File: src/rtl/instruction_fetcher_pkg.sv
// Shared fetch-stage definitions.
//   fetch_state_t : request sequencer states of the fetcher
//   fetch_item_t  : one fetched item as seen by decode {misaligned, instruction, address}
//   INSTR_BYTES   : size of one instruction word in bytes (pc stride)
//   isMisaligned  : true when the low pc bits do not select a word boundary
package instruction_fetcher_pkg;

   localparam int INSTR_BYTES = 4;

   typedef enum logic [1:0] {
      IDLE,
      REQUEST,
      DISCARD
   } fetch_state_t;

   typedef struct packed {
      logic        misaligned;
      logic [31:0] instruction;
      logic [31:0] address;
   } fetch_item_t;

   function automatic logic isMisaligned(input logic [1:0] lowBits);
      return (lowBits & 2'(INSTR_BYTES - 1)) != 2'b00;
   endfunction

endpackage

File: src/rtl/instruction_fetcher_if.sv
// Instruction bus between the fetcher (master) and the shared memory port (slave).
//   req   : master -> slave  read request, held until ack
//   addr  : master -> slave  read address, stable while req is held
//   ack   : slave  -> master request completes this cycle, rdata valid
//   rdata : slave  -> master read data
interface instruction_fetcher_if #(
   parameter int ADDR_WIDTH = 32,
   parameter int DATA_WIDTH = 32
);
   logic                  req;
   logic [ADDR_WIDTH-1:0] addr;
   logic                  ack;
   logic [DATA_WIDTH-1:0] rdata;

   modport master (output req, output addr, input ack, input rdata);
   modport slave  (input req, input addr, output ack, output rdata);
endinterface

File: src/rtl/instruction_fetcher_slot.sv
// One-entry valid/ready output register between fetch and the decode skid buffer.
//   clock, reset     : rising-edge clock, asynchronous active-high reset
//   flush            : empties the slot at the next edge, beats any load
//   load             : write a new item this cycle
//   loadMisaligned   : the item being loaded is an alignment fault marker
//   loadInstruction  : instruction word of the new item
//   loadAddress      : pc of the new item
//   out_ready        : downstream takes the presented item this cycle
//   out_valid, out_instruction, out_address, out_misaligned : presented item
module instruction_fetcher_slot #(
   parameter int ADDR_WIDTH = 32,
   parameter int DATA_WIDTH = 32
) (
   input  logic                  clock,
   input  logic                  reset,
   input  logic                  flush,
   input  logic                  load,
   input  logic                  loadMisaligned,
   input  logic [DATA_WIDTH-1:0] loadInstruction,
   input  logic [ADDR_WIDTH-1:0] loadAddress,
   input  logic                  out_ready,
   output logic                  out_valid,
   output logic [DATA_WIDTH-1:0] out_instruction,
   output logic [ADDR_WIDTH-1:0] out_address,
   output logic                  out_misaligned
);

   // Flush has priority so a redirect never lets a stale item through; a load
   // overwrites (the fetcher only loads when the slot is empty or draining);
   // otherwise the item stays put until the consumer takes it.
   always_ff @(posedge clock or posedge reset) begin
      if (reset) begin
         out_valid       <= 1'b0;
         out_instruction <= '0;
         out_address     <= '0;
         out_misaligned  <= 1'b0;
      end else if (flush) begin
         out_valid <= 1'b0;
      end else if (load) begin
         out_valid       <= 1'b1;
         out_instruction <= loadInstruction;
         out_address     <= loadAddress;
         out_misaligned  <= loadMisaligned;
      end else if (out_ready) begin
         out_valid <= 1'b0;
      end
   end

endmodule

File: src/rtl/instruction_fetcher.sv
// Front stage of the RV32E core: reads the word at pc over the instruction bus
// and hands {instruction, address} to decode through a one-entry output slot.
//   clock, reset    : rising-edge clock, asynchronous active-high reset
//   pc              : fetch address, owned by the pc register
//   flush           : redirect, drops all fetch state this cycle
//   increment       : pulse telling the pc owner to advance by one instruction
//   bus             : instruction bus master (req/addr/ack/rdata)
//   out_valid/out_ready : handshake towards decode
//   out_instruction, out_address, out_misaligned : presented item
module instruction_fetcher
   import instruction_fetcher_pkg::*;
#(
   parameter int ADDR_WIDTH  = 32,
   parameter int DATA_WIDTH  = 32,
   parameter int ALIGN_CHECK = 1
) (
   input  logic                   clock,
   input  logic                   reset,
   input  logic [ADDR_WIDTH-1:0]  pc,
   input  logic                   flush,
   output logic                   increment,
   instruction_fetcher_if.master  bus,
   output logic                   out_valid,
   input  logic                   out_ready,
   output logic [DATA_WIDTH-1:0]  out_instruction,
   output logic [ADDR_WIDTH-1:0]  out_address,
   output logic                   out_misaligned
);

   fetch_state_t          state;
   fetch_state_t          nextState;
   logic [ADDR_WIDTH-1:0] heldAddr;
   logic [ADDR_WIDTH-1:0] addrNow;
   logic                  faultHold;
   logic                  slotFree;
   logic                  pcMisaligned;
   logic                  requestNow;
   logic                  loadWord;
   logic                  loadFault;

   assign slotFree     = !out_valid || out_ready;
   assign pcMisaligned = (ALIGN_CHECK != 0) && isMisaligned(pc[1:0]);

   // State register plus the two pieces of fetch context: the address of a
   // request that outlives its first cycle (the pc owner may redirect pc while
   // the bus still expects the old address), and the fault hold that stops
   // fetching after an alignment fault until the next redirect.
   always_ff @(posedge clock or posedge reset) begin
      if (reset) begin
         state     <= IDLE;
         heldAddr  <= '0;
         faultHold <= 1'b0;
      end else begin
         state <= nextState;
         if (state == IDLE && requestNow && !bus.ack) begin
            heldAddr <= pc;
         end
         if (flush) begin
            faultHold <= 1'b0;
         end else if (loadFault) begin
            faultHold <= 1'b1;
         end
      end
   end

   // Request sequencing. IDLE issues a request straight from pc and, with a
   // zero-wait ack, completes it in the same cycle. Once a request has been
   // issued it is held until ack no matter what; a flush only decides whether
   // the returning data is kept (REQUEST) or thrown away (DISCARD).
   always_comb begin
      nextState  = state;
      requestNow = 1'b0;
      addrNow    = heldAddr;
      loadWord   = 1'b0;
      loadFault  = 1'b0;
      case (state)
         IDLE: begin
            addrNow = pc;
            if (slotFree && !flush && !faultHold) begin
               if (pcMisaligned) begin
                  loadFault = 1'b1;
               end else begin
                  requestNow = 1'b1;
                  if (bus.ack) begin
                     loadWord = 1'b1;
                  end else begin
                     nextState = REQUEST;
                  end
               end
            end
         end
         REQUEST: begin
            requestNow = 1'b1;
            if (bus.ack) begin
               loadWord  = !flush;
               nextState = IDLE;
            end else if (flush) begin
               nextState = DISCARD;
            end
         end
         DISCARD: begin
            requestNow = 1'b1;
            if (bus.ack) begin
               nextState = IDLE;
            end
         end
         default: begin
            nextState = IDLE;
         end
      endcase
   end

   // Bus and pc-owner outputs are forced low while reset is held so an
   // abandoned request is visibly withdrawn from the bus.
   assign bus.req   = requestNow && !reset;
   assign bus.addr  = reset ? '0 : addrNow;
   assign increment = loadWord && !reset;

   instruction_fetcher_slot #(
      .ADDR_WIDTH(ADDR_WIDTH),
      .DATA_WIDTH(DATA_WIDTH)
   ) outputSlot (
      .clock           (clock),
      .reset           (reset),
      .flush           (flush),
      .load            (loadWord || loadFault),
      .loadMisaligned  (loadFault),
      .loadInstruction (loadFault ? '0 : bus.rdata),
      .loadAddress     (addrNow),
      .out_ready       (out_ready),
      .out_valid       (out_valid),
      .out_instruction (out_instruction),
      .out_address     (out_address),
      .out_misaligned  (out_misaligned)
   );

endmodule

File: src/flat_wrapper.sv
// flat-port wrapper written by rule: the top's interface ports become plain ports
module instruction_fetcher_flat import instruction_fetcher_pkg::*;
#(
   parameter int ADDR_WIDTH  = 32,
   parameter int DATA_WIDTH  = 32,
   parameter int ALIGN_CHECK = 1
)
  (clock, reset, pc, flush, increment, out_valid, out_ready, out_instruction, out_address, out_misaligned, bus_req, bus_addr, bus_ack, bus_rdata);
  instruction_fetcher_if #(.ADDR_WIDTH(ADDR_WIDTH), .DATA_WIDTH(DATA_WIDTH)) bus_i ();
  input  logic clock;
  input  logic reset;
  input  logic [ADDR_WIDTH-1:0] pc;
  input  logic flush;
  output logic increment;
  output logic out_valid;
  input  logic out_ready;
  output logic [DATA_WIDTH-1:0] out_instruction;
  output logic [ADDR_WIDTH-1:0] out_address;
  output logic out_misaligned;
  output wire logic [$bits(bus_i.req)-1:0] bus_req;
  output wire logic [$bits(bus_i.addr)-1:0] bus_addr;
  input wire logic [$bits(bus_i.ack)-1:0] bus_ack;
  input wire logic [$bits(bus_i.rdata)-1:0] bus_rdata;
  assign bus_req = bus_i.req;
  assign bus_addr = bus_i.addr;
  assign bus_i.ack = bus_ack;
  assign bus_i.rdata = bus_rdata;
  instruction_fetcher #(.ADDR_WIDTH(ADDR_WIDTH), .DATA_WIDTH(DATA_WIDTH), .ALIGN_CHECK(ALIGN_CHECK)) u_core (.clock(clock), .reset(reset), .pc(pc), .flush(flush), .increment(increment), .bus(bus_i), .out_valid(out_valid), .out_ready(out_ready), .out_instruction(out_instruction), .out_address(out_address), .out_misaligned(out_misaligned));
endmodule
File: config.mk
export PLATFORM = sky130hd
export DESIGN_NAME = instruction_fetcher_flat
export DESIGN_NICKNAME = d
export VERILOG_FILES = /design/src/rtl/instruction_fetcher_pkg.sv /design/src/rtl/instruction_fetcher_if.sv /design/src/rtl/instruction_fetcher_slot.sv /design/src/rtl/instruction_fetcher.sv /design/src/flat_wrapper.sv
export SDC_FILE = /design/constraint.sdc
export NUM_CORES = 1
export LEC_CHECK = 0
export CAP_MARGIN = 15
export CORE_MARGIN = 1
export CORE_UTILIZATION = 48
export DETAILED_ROUTE_END_ITERATION = 16
export PLACE_DENSITY = 0.82
export SLEW_MARGIN = 10
export SYNTH_ARGS = -nofsm -noshare
export SYNTH_HDL_FRONTEND = slang
export SYNTH_SLANG_ARGS = --single-unit
File: constraint.sdc
create_clock -name clock -period 15.9 [get_ports clock]
set_input_delay 4.77 -clock clock [delete_from_list [all_inputs] [get_ports clock]]
set_output_delay 4.77 -clock clock [all_outputs]
set_load 0.01 [all_outputs]
==> impl_table.tex, run 1 <==
\begin{tabular}{lr}
\hline
Metric & Value \\
\hline
\multicolumn{2}{l}{\textbf{Outcome}} \\
\quad Result of the run & complete, no violations \\
\multicolumn{2}{l}{\textbf{Setup path}} \\
\quad Type of element capturing the critical path & primary output \\
\quad Kind of launch point of the worst setup path & primary input \\
\quad Arr. time, crit path & 7.39 ns \\
\quad Reg-to-Reg Start & u\_core.state[1] \\
\quad Kind of cell with the highest combined delay on the critical path & buffers and inverters \\
\quad Startpoint-to-endpoint class of the critical path & in -> out \\
\quad Crit path buf inv count & 5 \\
\quad Worst r2r dst & u\_core.heldAddr[26] \\
\quad Required @ worst endpoint & 11.13 ns \\
\quad Standard cell with the maximum stage delay on the critical path & buf\_4 \\
\quad Register-to-Register Setup Slack & 12.59 ns \\
\quad Crit-path max FO & 60 \\
\quad Sequence of cells on the critical path & clkdlybuf4s50\_1 -> buf\_4 -> inv\_4 -> buf\_4 -> and2\_1 -> clkdlybuf4s50\_1 \\
\quad Max incr delay on CP & 0.69 ns \\
\quad Cell count of the worst reg-to-reg path & 6 \\
\multicolumn{2}{l}{\textbf{Synthesis}} \\
\quad Leading cell type by number of instances after synthesis & dfrtp\_1 \\
\quad Post-Syn Area & 4680 um2 \\
\quad Most frequent cells after synthesis & 101 x dfrtp\_1, 56 x mux2i\_1, 37 x inv\_1 \\
\quad Area share of the largest cell type after synthesis & 54.0\% \\
\quad Top cells by area in the synthesized netlist & dfrtp\_1 54\%, mux2i\_1 12\%, mux2\_2 8.4\% \\
\quad Simple-gate portion of the synthesized area & 9.62\% \\
\quad Portion of netlist area occupied by mux cells & 20.7\% \\
\quad Number of flops mapped to enable cells by yosys & 0 \\
\quad Largest area contributor in the netlist & dfrtp\_1 \\
\quad Compound-gate portion of the synthesized area & 8.95\% \\
\quad Sequential-to-total area share from yosys stat & 54.0\% \\
\quad Avg Cell Area, Syn & 11.8 um2 \\
\quad Ys async rst share & 100\% \\
\quad Number of distinct library cells after synthesis & 26 \\
\quad Mapped Nets & 471 \\
\quad Synthesis warning total & 0 \\
\quad Register bit total from synthesis & 101 \\
\quad Share of synthesized cell area in full adder, half adder and majority cells & 1.07\% \\
\quad Main synth FF type & dfrtp\_1 \\
\quad Main combinational cell family by area after synthesis & multiplexers \\
\quad Share of the synthesized netlist area taken by xor and xnor gates & 0\% \\
\quad Number of cells produced by synthesis & 398 \\
\multicolumn{2}{l}{\textbf{Route}} \\
\quad Drt total wl & 11200 um \\
\quad Post-detailed-route wirelength per cell & 16.3 um \\
\quad Post-route DRC violation count & 0 \\
\quad Number of DRC violations after detailed-routing iteration 0 & 82 \\
\quad Vias & 3557 \\
\quad Detailed Routing Iterations Pass 1 & 4 \\
\quad Via density per instance & 5.17 \\
\quad Final ANT Viol Nets & 0 \\
\multicolumn{2}{l}{\textbf{Timing}} \\
\quad Final number of setup-violating endpoints & 0 \\
\quad Headroom to the max-slew limit & 22.8\% \\
\quad Post-Route Skew & 0.0145 ns \\
\quad Final count of pins violating max slew & 0 \\
\quad Hold Vio Cnt, Final & 0 \\
\quad Worst Tran Pin Value & 1.16 ns \\
\quad Final cycle utilization of the critical path & 76.5\% \\
\quad Max Clk Rate & 82.3 MHz \\
\quad Accumulated negative setup slack & 0 ns \\
\quad RSZ-0062 raised after global routing & false \\
\quad Final min period & 12.16 ns \\
\multicolumn{2}{l}{\textbf{Pwr}} \\
\quad Worst-case vdd ir drop & 103 uV \\
\quad Total power per unit cell area & 195 nW/um2 \\
\quad Static leakage & 0.00330 uW \\
\multicolumn{2}{l}{\textbf{GRT}} \\
\quad Global-route wire length before repair & 18200 um \\
\quad Total grt overflow & 0 \\
\quad Maximum number of pins on one net before global-route repair & 61 \\
\quad Number of global-route vias before repair & 3612 \\
\quad Antenna violations before repair & 0 \\
\quad Overall Global Routing Usage & 23.2\% \\
\multicolumn{2}{l}{\textbf{CTS}} \\
\quad TritonCTS buffer count & 9 \\
\quad CTS HTree Levels & 3 \\
\quad Post-CTS Resized & 0 \\
\quad Clock-pin slew on the worst setup and hold paths & 0.08 ns \\
\quad Clk root buf & clkbuf\_8 \\
\quad Number of buffers inserted for hold repair after clock tree synthesis & 0 \\
\quad Clock tree from TritonCTS & done \\
\quad Longest Clk Path Bufs & 2 \\
\quad Total clock sinks & 101 \\
\quad Insertion delay of the later-clocked pin in the worst-skew pair & 0.35 ns \\
\quad Number of setup buffers added after CTS & 0 \\
\multicolumn{2}{l}{\textbf{Floorplan}} \\
\quad Die outline height & 101 um \\
\quad Floorplan die area & 10200 um2 \\
\quad Initial core utilization & 50.2\% \\
\quad Std cell rows & 35 \\
\quad X dimension of the die & 101 um \\
\quad Std-Cell Core Area & 9330 um2 \\
\quad I/O pins & 169 \\
\multicolumn{2}{l}{\textbf{Hold path}} \\
\quad Number of cells traversed by the worst hold path & 1 \\
\quad Endpoint with the worst hold slack & u\_core.heldAddr[8] \\
\quad Worst hold path class & reg -> reg \\
\quad Launch point of the worst hold path & u\_core.heldAddr[8] \\
\multicolumn{2}{l}{\textbf{Place}} \\
\quad Cell area after placement & 6460 um2 \\
\quad Number of buffer cells added on primary ports & 168 \\
\quad Final GP Congestion & 0.797 \\
\quad DPL Wire Length & 7860 um \\
\multicolumn{2}{l}{\textbf{Run}} \\
\quad Max-cap check violation count & 0 \\
\multicolumn{2}{l}{\textbf{Cells and area}} \\
\quad Proportion of layout cells with a drive suffix above 1 & 10.9\% \\
\quad Post-route design area & 6660 um2 \\
\quad ANT cells & 0 \\
\quad Nets@finish & 627 \\
\quad Area growth from synthesis to layout & 42.1\% \\
\hline
\end{tabular}
-- per-layer routing --
layer	up-vias	track usage (%)	share of wire [%]
met5	-	0	0
met4	0	7.69	1.8
met3	18	2.91	3.8
met2	99	38.6	51
met1	1761	31.7	43
li1	1679	-	-
-- registers in the layout (all words and copies together) (netlist names) --
name	count
u_core.heldAddr	32
u_core.outputSlot.out_misaligned	1
u_core.state	2
u_core.outputSlot.out_instruction	32
u_core.faultHold	1
u_core.outputSlot.out_valid	1
u_core.outputSlot.out_address	32
-- worst register-to-register path, stage by stage, from the launching register on --
cell and delay [ns]:
dfrtp_1 0.43, inv_1 0.10, ha_2 0.95, nand2b_1 0.19
nor2_1 0.23, a21boi_4 0.86, mux2_2 0.44
-- kinds of logic after synthesis --
logic type | Yosys count
adders and majority gates | 4
DFF | 101
and+or+nand+nor | 89
buffers and inverters | 64
muxes | 92
AOI/OAI and AO/OA | 48
-- worst max path at each step --
| stage | cells past startpoint | to | slack (ns) | startpoint |
|---|---|---|---|---|
| after floorplan | 3 | increment | 3.83 | reset |
| after global placement | 6 | bus_addr[0] | 3.71 | reset |
| after detailed placement | 6 | bus_addr[1] | 3.67 | reset |
| after CTS | 6 | bus_addr[1] | 3.66 | reset |
| after global routing | 6 | bus_addr[1] | 3.45 | reset |
| final | 6 | bus_addr[1] | 3.74 | reset |
-- stage by stage --
step	setup WS [ns]	power [uW]	instances	hold WS (ns)	utilization, %
detailed placement	3.67	1140	672	0.494	69.2
finish	3.74	1300	688	0.509	71.4
global route	3.45	1390	688	0.525	71.4
CTS	3.66	1310	688	0.514	71.4
global placement	3.71	1120	671	0.486	69.1
floorplan	3.83	838	398	0.477	-
-- layout make-up --
cell class | count | area, um2
clock buffer | 11 | 141
clock inverter | 5 | 60.1
fill | 696 | 2670
inverter | 37 | 141
multi-input combinational | 233 | 1910
sequential | 101 | 2530
tap | 129 | 161
timing repair buffer | 172 | 1720
-- placed cells by master (no fill, tap or decap), types with 2 or more instances in the layout --
cell / count
a21oi_1: 2
and2_1: 4
buf_4: 3
clkbuf_8: 10
clkdlybuf4s50_1: 168
clkinv_4: 2
dfrtp_1: 101
ha_1: 3
inv_1: 36
mux2_2: 35
mux2i_1: 56
nand2_1: 8
nand2b_1: 4
nand3_1: 4
nand4_1: 2
nor2_1: 32
o211a_1: 32
o21ai_0: 8
or3_1: 33
-- report_power, final --
| group | internal, uW | switching (uW) |
|---|---|---|
| clock | 77.5 | 86.5 |
| sequential | 385 | 66.4 |
| combinational | 380 | 306 |
(Power assumes the default switching activity.)
==> run 2: changes to the inputs <==
--- a/config.mk
+++ b/config.mk
@@ -7,9 +7,9 @@
 export LEC_CHECK = 0
 export CAP_MARGIN = 15
 export CORE_MARGIN = 1
-export CORE_UTILIZATION = 48
+export CORE_UTILIZATION = 41
 export DETAILED_ROUTE_END_ITERATION = 16
-export PLACE_DENSITY = 0.82
+export PLACE_DENSITY = 0.74
 export SLEW_MARGIN = 10
 export SYNTH_ARGS = -nofsm -noshare
 export SYNTH_HDL_FRONTEND = slang
==> constraint.sdc (replaced) <==
create_clock -name clock -period 10.95 [get_ports clock]
set_input_delay 3.285 -clock clock [delete_from_list [all_inputs] [get_ports clock]]
set_output_delay 3.285 -clock clock [all_outputs]
set_load 0.01 [all_outputs]
==> run 2 against run 1 <==
Final cell count up 1.5%. Count of clock-buffer cells in the layout decreased by 2. Register-to-register slack got worse by 5.1 ns. Sequential power rose by 46%. Clock skew down 0.0074 ns. Sequential cell count unchanged. Critical path depth is the same. Clock power is 80% higher. Largest cell class unchanged. Via count rose by 0.59%. Critical endpoint is now increment. Global-route usage down 3.3 points. Core utilization decreased by 9.9 points. Power grew 50%.
==> impl_table.tex, run 2 (synthesized netlist as in run 1, its figures left out) <==
\begin{tabular}{lr}
\hline
Metric & Value \\
\hline
\multicolumn{2}{l}{\textbf{Hold path}} \\
\quad Endpoint with the worst hold slack & u\_core.heldAddr[3] \\
\quad Launch point of the worst hold path & u\_core.heldAddr[3] \\
\quad Worst hold path class & reg -> reg \\
\quad Number of cells traversed by the worst hold path & 1 \\
\multicolumn{2}{l}{\textbf{Cells and area}} \\
\quad Post-route design area & 6760 um2 \\
\quad Top flop regs & u\_core.heldAddr: 32 flops, u\_core.outputSlot.out\_address: 32 flops, u\_core.outputSlot.out\_instruction: 32 flops \\
\quad Nets@finish & 627 \\
\quad Proportion of layout cells with a drive suffix above 1 & 10.9\% \\
\quad ANT cells & 0 \\
\quad Area taken by multi-input logic gates & 1910 um2 \\
\quad Commonest non-fill, non-tap cell in the layout & clkdlybuf4s50\_1 \\
\quad Flip-flop and latch area & 2530 um2 \\
\quad Area growth from synthesis to layout & 44.2\% \\
\quad Commonest cells after routing, fill and taps aside & 168 x clkdlybuf4s50\_1, 101 x dfrtp\_1, 56 x mux2i\_1 \\
\quad Number of filler instances in the final layout & 915 \\
\multicolumn{2}{l}{\textbf{Setup path}} \\
\quad Kind of launch point of the worst setup path & primary input \\
\quad Most prevalent standard cell on the critical path & clkdlybuf4s50\_1 \\
\quad Cell count of the worst reg-to-reg path & 6 \\
\quad Startpoint-to-endpoint class of the critical path & in -> out \\
\quad Arr. time, crit path & 5.49 ns \\
\quad Sequence of cells on the critical path & clkdlybuf4s50\_1 -> buf\_4 -> inv\_4 -> nand2\_1 -> a21oi\_1 -> clkdlybuf4s50\_1 \\
\quad Crit-path max FO & 73 \\
\quad Kind of cell with the highest combined delay on the critical path & buffers and inverters \\
\quad Register-to-Register Setup Slack & 7.54 ns \\
\quad Type of element capturing the critical path & primary output \\
\quad Standard cell with the maximum stage delay on the critical path & inv\_4 \\
\quad Worst r2r dst & u\_core.heldAddr[16] \\
\quad Reg-to-Reg Start & u\_core.state[1] \\
\quad Required @ worst endpoint & 7.67 ns \\
\quad Max incr delay on CP & 0.68 ns \\
\quad Crit path buf inv count & 4 \\
\multicolumn{2}{l}{\textbf{GRT}} \\
\quad Global-route wire length before repair & 18300 um \\
\quad Number of global-route vias before repair & 3690 \\
\quad Maximum number of pins on one net before global-route repair & 74 \\
\quad Total grt overflow & 0 \\
\quad Overall Global Routing Usage & 19.9\% \\
\quad Antenna violations before repair & 0 \\
\multicolumn{2}{l}{\textbf{Floorplan}} \\
\quad Std cell rows & 38 \\
\quad Floorplan die area & 11900 um2 \\
\quad Die outline height & 109 um \\
\quad Std-Cell Core Area & 11000 um2 \\
\quad I/O pins & 169 \\
\quad Initial core utilization & 42.7\% \\
\quad X dimension of the die & 109 um \\
\multicolumn{2}{l}{\textbf{Timing}} \\
\quad RSZ-0062 raised after global routing & false \\
\quad Final count of pins violating max slew & 0 \\
\quad Post-Route Skew & 0.00713 ns \\
\quad Max Clk Rate & 114 MHz \\
\quad Final number of setup-violating endpoints & 0 \\
\quad Worst Tran Pin Value & 1.15 ns \\
\quad Headroom to the max-slew limit & 23.3\% \\
\quad Hold Vio Cnt, Final & 0 \\
\quad Accumulated negative setup slack & 0 ns \\
\quad Final min period & 8.77 ns \\
\quad Final cycle utilization of the critical path & 80.1\% \\
\multicolumn{2}{l}{\textbf{CTS}} \\
\quad Post-CTS Resized & 0 \\
\quad CTS HTree Levels & 3 \\
\quad Insertion delay of the later-clocked pin in the worst-skew pair & 0.34 ns \\
\quad Longest Clk Path Bufs & 2 \\
\quad Clock tree from TritonCTS & done \\
\quad Clk root buf & clkbuf\_16 \\
\quad Number of buffers inserted for hold repair after clock tree synthesis & 0 \\
\quad TritonCTS buffer count & 9 \\
\quad Number of setup buffers added after CTS & 0 \\
\quad Clock-pin slew on the worst setup and hold paths & 0.06 ns \\
\quad Total clock sinks & 101 \\
\multicolumn{2}{l}{\textbf{Route}} \\
\quad Post-detailed-route wirelength per cell & 16.5 um \\
\quad Post-route DRC violation count & 0 \\
\quad Vias & 3578 \\
\quad Drt total wl & 11500 um \\
\quad Final ANT Viol Nets & 0 \\
\quad Detailed Routing Iterations Pass 1 & 4 \\
\quad Number of DRC violations after detailed-routing iteration 0 & 190 \\
\quad Via density per instance & 5.13 \\
\multicolumn{2}{l}{\textbf{Place}} \\
\quad Final GP Congestion & 0.814 \\
\quad Number of buffer cells added on primary ports & 168 \\
\quad DPL Wire Length & 8060 um \\
\quad Cell area after placement & 6460 um2 \\
\multicolumn{2}{l}{\textbf{Pwr}} \\
\quad Static leakage & 0.00334 uW \\
\quad Worst-case vdd ir drop & 136 uV \\
\quad Total power per unit cell area & 289 nW/um2 \\
\multicolumn{2}{l}{\textbf{Outcome}} \\
\quad Result of the run & complete, no violations \\
\multicolumn{2}{l}{\textbf{Run}} \\
\quad Max-cap check violation count & 0 \\
\hline
\end{tabular}
[run 2: through the flow]
step	std cells	setup WS, ns	utilization, %	power (uW)	hold WS [ns]
final	698	2.18	61.5	1950	0.504
after global routing	698	1.95	61.5	2080	0.516
after CTS	697	2.12	61.3	1960	0.510
after detailed placement	682	2.13	58.8	1660	0.494
after global placement	681	2.16	58.7	1630	0.486
after floorplan	398	1.85	-	1220	0.477
[run 2: layout make-up]
cell class | count | area share, %
tap | 140 | 2.59
timing repair buffer | 172 | 25.6
inverter | 37 | 2.09
clock buffer | 9 | 3.33
multi-input combinational | 233 | 28.3
sequential | 101 | 37.4
clock inverter | 6 | 0.685
[run 2: metal layers]
layer  wire [um]  GRT usage, %
met5           0             0
met4         193          5.79
met3         434          3.53
met2        5800          33.6
met1        5110          26.0
[run 2: power breakdown]
group	switching, uW	internal (uW)
Sequential	97.9	560
Combinational	447	552
Clock	141	155
Total	686	1270
[run 2: worst max path at each step]
stage           from   endpoint  depth (start not counted)
2_1_floorplan  reset  increment                          3
3_3_place_gp   reset  increment                          6
5_1_grt        reset  increment                          6
6_report       reset  increment                          6
3_5_place_dp   reset  increment                          6
4_1_cts        reset  increment                          6
==> run 3: changes to the inputs <==
--- a/config.mk
+++ b/config.mk
@@ -7,9 +7,9 @@
 export LEC_CHECK = 0
 export CAP_MARGIN = 15
 export CORE_MARGIN = 1
-export CORE_UTILIZATION = 41
+export CORE_UTILIZATION = 45
 export DETAILED_ROUTE_END_ITERATION = 16
-export PLACE_DENSITY = 0.74
+export PLACE_DENSITY = 0.77
 export SLEW_MARGIN = 10
 export SYNTH_ARGS = -nofsm -noshare
 export SYNTH_HDL_FRONTEND = slang
==> constraint.sdc (replaced) <==
create_clock -name clock -period 8.33 [get_ports clock]
set_input_delay 2.499 -clock clock [delete_from_list [all_inputs] [get_ports clock]]
set_output_delay 2.499 -clock clock [all_outputs]
set_load 0.01 [all_outputs]
==> run 3 against run 2 <==
First-iteration DRC count down 49%. Non-clock buffer count up 2. Core utilization up 5.9 points. Wire length up 0.88%. Worst hold slack better by 0.0060 ns. Critical endpoint is now bus_req.
==> impl_table.tex, run 3 (synthesized netlist as in run 1, its figures left out) <==
\begin{tabular}{lr}
\hline
Metric & Value \\
\hline
\multicolumn{2}{l}{\textbf{Setup path}} \\
\quad Crit-path max FO & 4 \\
\quad Kind of launch point of the worst setup path & primary input \\
\quad Start point of the critical path & pc[1] \\
\quad Arr. time, crit path & 4.29 ns \\
\quad Startpoint-to-endpoint class of the critical path & in -> out \\
\quad Reg-to-Reg Start & u\_core.state[1] \\
\quad Required @ worst endpoint & 5.83 ns \\
\quad Type of element capturing the critical path & primary output \\
\quad Cell count of the worst reg-to-reg path & 6 \\
\multicolumn{2}{l}{\textbf{CTS}} \\
\quad CTS HTree Levels & 3 \\
\quad Post-CTS Resized & 0 \\
\quad Insertion delay of the later-clocked pin in the worst-skew pair & 0.36 ns \\
\quad Total clock sinks & 101 \\
\quad Clock-pin slew on the worst setup and hold paths & 0.10 ns \\
\quad Number of buffers inserted for hold repair after clock tree synthesis & 0 \\
\quad Number of setup buffers added after CTS & 0 \\
\quad Clock tree from TritonCTS & done \\
\quad Longest Clk Path Bufs & 2 \\
\quad TritonCTS buffer count & 9 \\
\quad Clk root buf & clkbuf\_8 \\
\multicolumn{2}{l}{\textbf{Place}} \\
\quad DPL Wire Length & 8090 um \\
\quad Final GP Congestion & 0.805 \\
\quad Worst setup slack before clock tree synthesis & 1.59 ns \\
\quad Dpl cells & 677 \\
\quad Number of buffer cells added on primary ports & 168 \\
\multicolumn{2}{l}{\textbf{Hold path}} \\
\quad Number of cells traversed by the worst hold path & 1 \\
\quad Launch point of the worst hold path & u\_core.heldAddr[29] \\
\quad Worst hold path class & reg -> reg \\
\multicolumn{2}{l}{\textbf{Timing}} \\
\quad Setup slack of the critical path after layout & 1.54 ns \\
\quad Headroom to the max-slew limit & 22.1\% \\
\quad Final number of setup-violating endpoints & 0 \\
\quad Hold Vio Cnt, Final & 0 \\
\quad Max Clk Rate & 147 MHz \\
\quad Final cycle utilization of the critical path & 81.5\% \\
\quad Accumulated negative setup slack & 0 ns \\
\quad Final min period & 6.79 ns \\
\quad Final count of pins violating max slew & 0 \\
\quad Post-Route Skew & 0.0115 ns \\
\quad Worst Tran Pin Value & 1.17 ns \\
\quad RSZ-0062 raised after global routing & false \\
\multicolumn{2}{l}{\textbf{Route}} \\
\quad Drt total wl & 11600 um \\
\quad Number of DRC violations after detailed-routing iteration 0 & 97 \\
\quad Detailed Routing Iterations Pass 1 & 6 \\
\quad Via density per instance & 5.20 \\
\quad Final ANT Viol Nets & 0 \\
\quad Vias & 3607 \\
\quad Post-route DRC violation count & 0 \\
\quad Post-detailed-route wirelength per cell & 16.8 um \\
\multicolumn{2}{l}{\textbf{GRT}} \\
\quad Overall Global Routing Usage & 22.0\% \\
\quad Global-route wire length before repair & 19000 um \\
\quad Maximum number of pins on one net before global-route repair & 51 \\
\quad Number of global-route vias before repair & 3820 \\
\quad Total grt overflow & 0 \\
\quad Antenna violations before repair & 0 \\
\multicolumn{2}{l}{\textbf{Floorplan}} \\
\quad Floorplan die area & 10800 um2 \\
\quad I/O pins & 169 \\
\quad Initial core utilization & 47.3\% \\
\quad Std-Cell Core Area & 9910 um2 \\
\quad X dimension of the die & 104 um \\
\quad Std cell rows & 36 \\
\quad Die outline height & 104 um \\
\multicolumn{2}{l}{\textbf{Cells and area}} \\
\quad Nets@finish & 629 \\
\quad Number of filler instances in the final layout & 779 \\
\quad Top flop regs & u\_core.heldAddr: 32 flops, u\_core.outputSlot.out\_address: 32 flops, u\_core.outputSlot.out\_instruction: 32 flops \\
\quad ANT cells & 0 \\
\quad Flip-flop and latch area & 2530 um2 \\
\quad Commonest non-fill, non-tap cell in the layout & clkdlybuf4s50\_1 \\
\quad Area growth from synthesis to layout & 42.7\% \\
\quad Commonest cells after routing, fill and taps aside & 168 x clkdlybuf4s50\_1, 101 x dfrtp\_1, 56 x mux2i\_1 \\
\quad Proportion of layout cells with a drive suffix above 1 & 11.3\% \\
\quad Area taken by multi-input logic gates & 1910 um2 \\
\quad Finished Layout Cells & 693 \\
\multicolumn{2}{l}{\textbf{Pwr}} \\
\quad Total power per unit cell area & 372 nW/um2 \\
\quad PnR Total Power & 2490 uW \\
\quad Static leakage & 0.00332 uW \\
\quad Worst-case vdd ir drop & 171 uV \\
\multicolumn{2}{l}{\textbf{Run}} \\
\quad Max-cap check violation count & 0 \\
\multicolumn{2}{l}{\textbf{Outcome}} \\
\quad Result of the run & complete, no violations \\
\hline
\end{tabular}
==> run 3: layout make-up <==
type	instances	share of cell area, %
clock inverter	6	0.973
clock buffer	9	1.85
sequential	101	37.8
inverter	37	2.11
timing repair buffer	174	26.2
tap	133	2.49
multi-input combinational	233	28.5
==> run 3: final timing paths <==
check / endpoint / slack, ns
worst max-delay path: bus_req / 1.54
worst min-delay path: u_core.heldAddr[29] / 0.51
worst max register to register: u_core.heldAddr[4] / 5.03
worst min register to register: u_core.heldAddr[29] / 0.51
max in group asynchronous: u_core.outputSlot.out_instruction[20] / 4.77
min in group asynchronous: u_core.outputSlot.out_instruction[14] / 2.55
==> run 3: critical path, cell delays in order <==
cell	delay, ns
clkdlybuf4s50_1	0.45
nor2_1	0.26
nand4_1	0.17
a211oi_1	0.32
clkdlybuf4s50_1	0.59
==> run 3: per-layer routing <==
layer  vias up  track usage [%]  share of wire [%]
met1      1790             26.9                 42
met4         0             11.4                3.3
met2       113             37.4                 50
met3        25             3.88                4.4
met5         -                0                  0
li1       1679                -                  -
==> run 3: through the flow <==
stage	utilization (%)	area, um2	hold slack [ns]
2_1_floorplan	-	4680	0.477
3_3_place_gp	65.1	6450	0.485
3_5_place_dp	65.4	6480	0.494
4_1_cts	67.3	6670	0.515
5_1_grt	67.5	6690	0.529
6_report	67.5	6690	0.510
==> run 3: where the power goes <==
group | leakage [uW] | internal, uW | switching (uW)
clock | 0.0000950 | 137 | 168
sequential | 0.00122 | 735 | 129
combinational | 0.00200 | 732 | 589
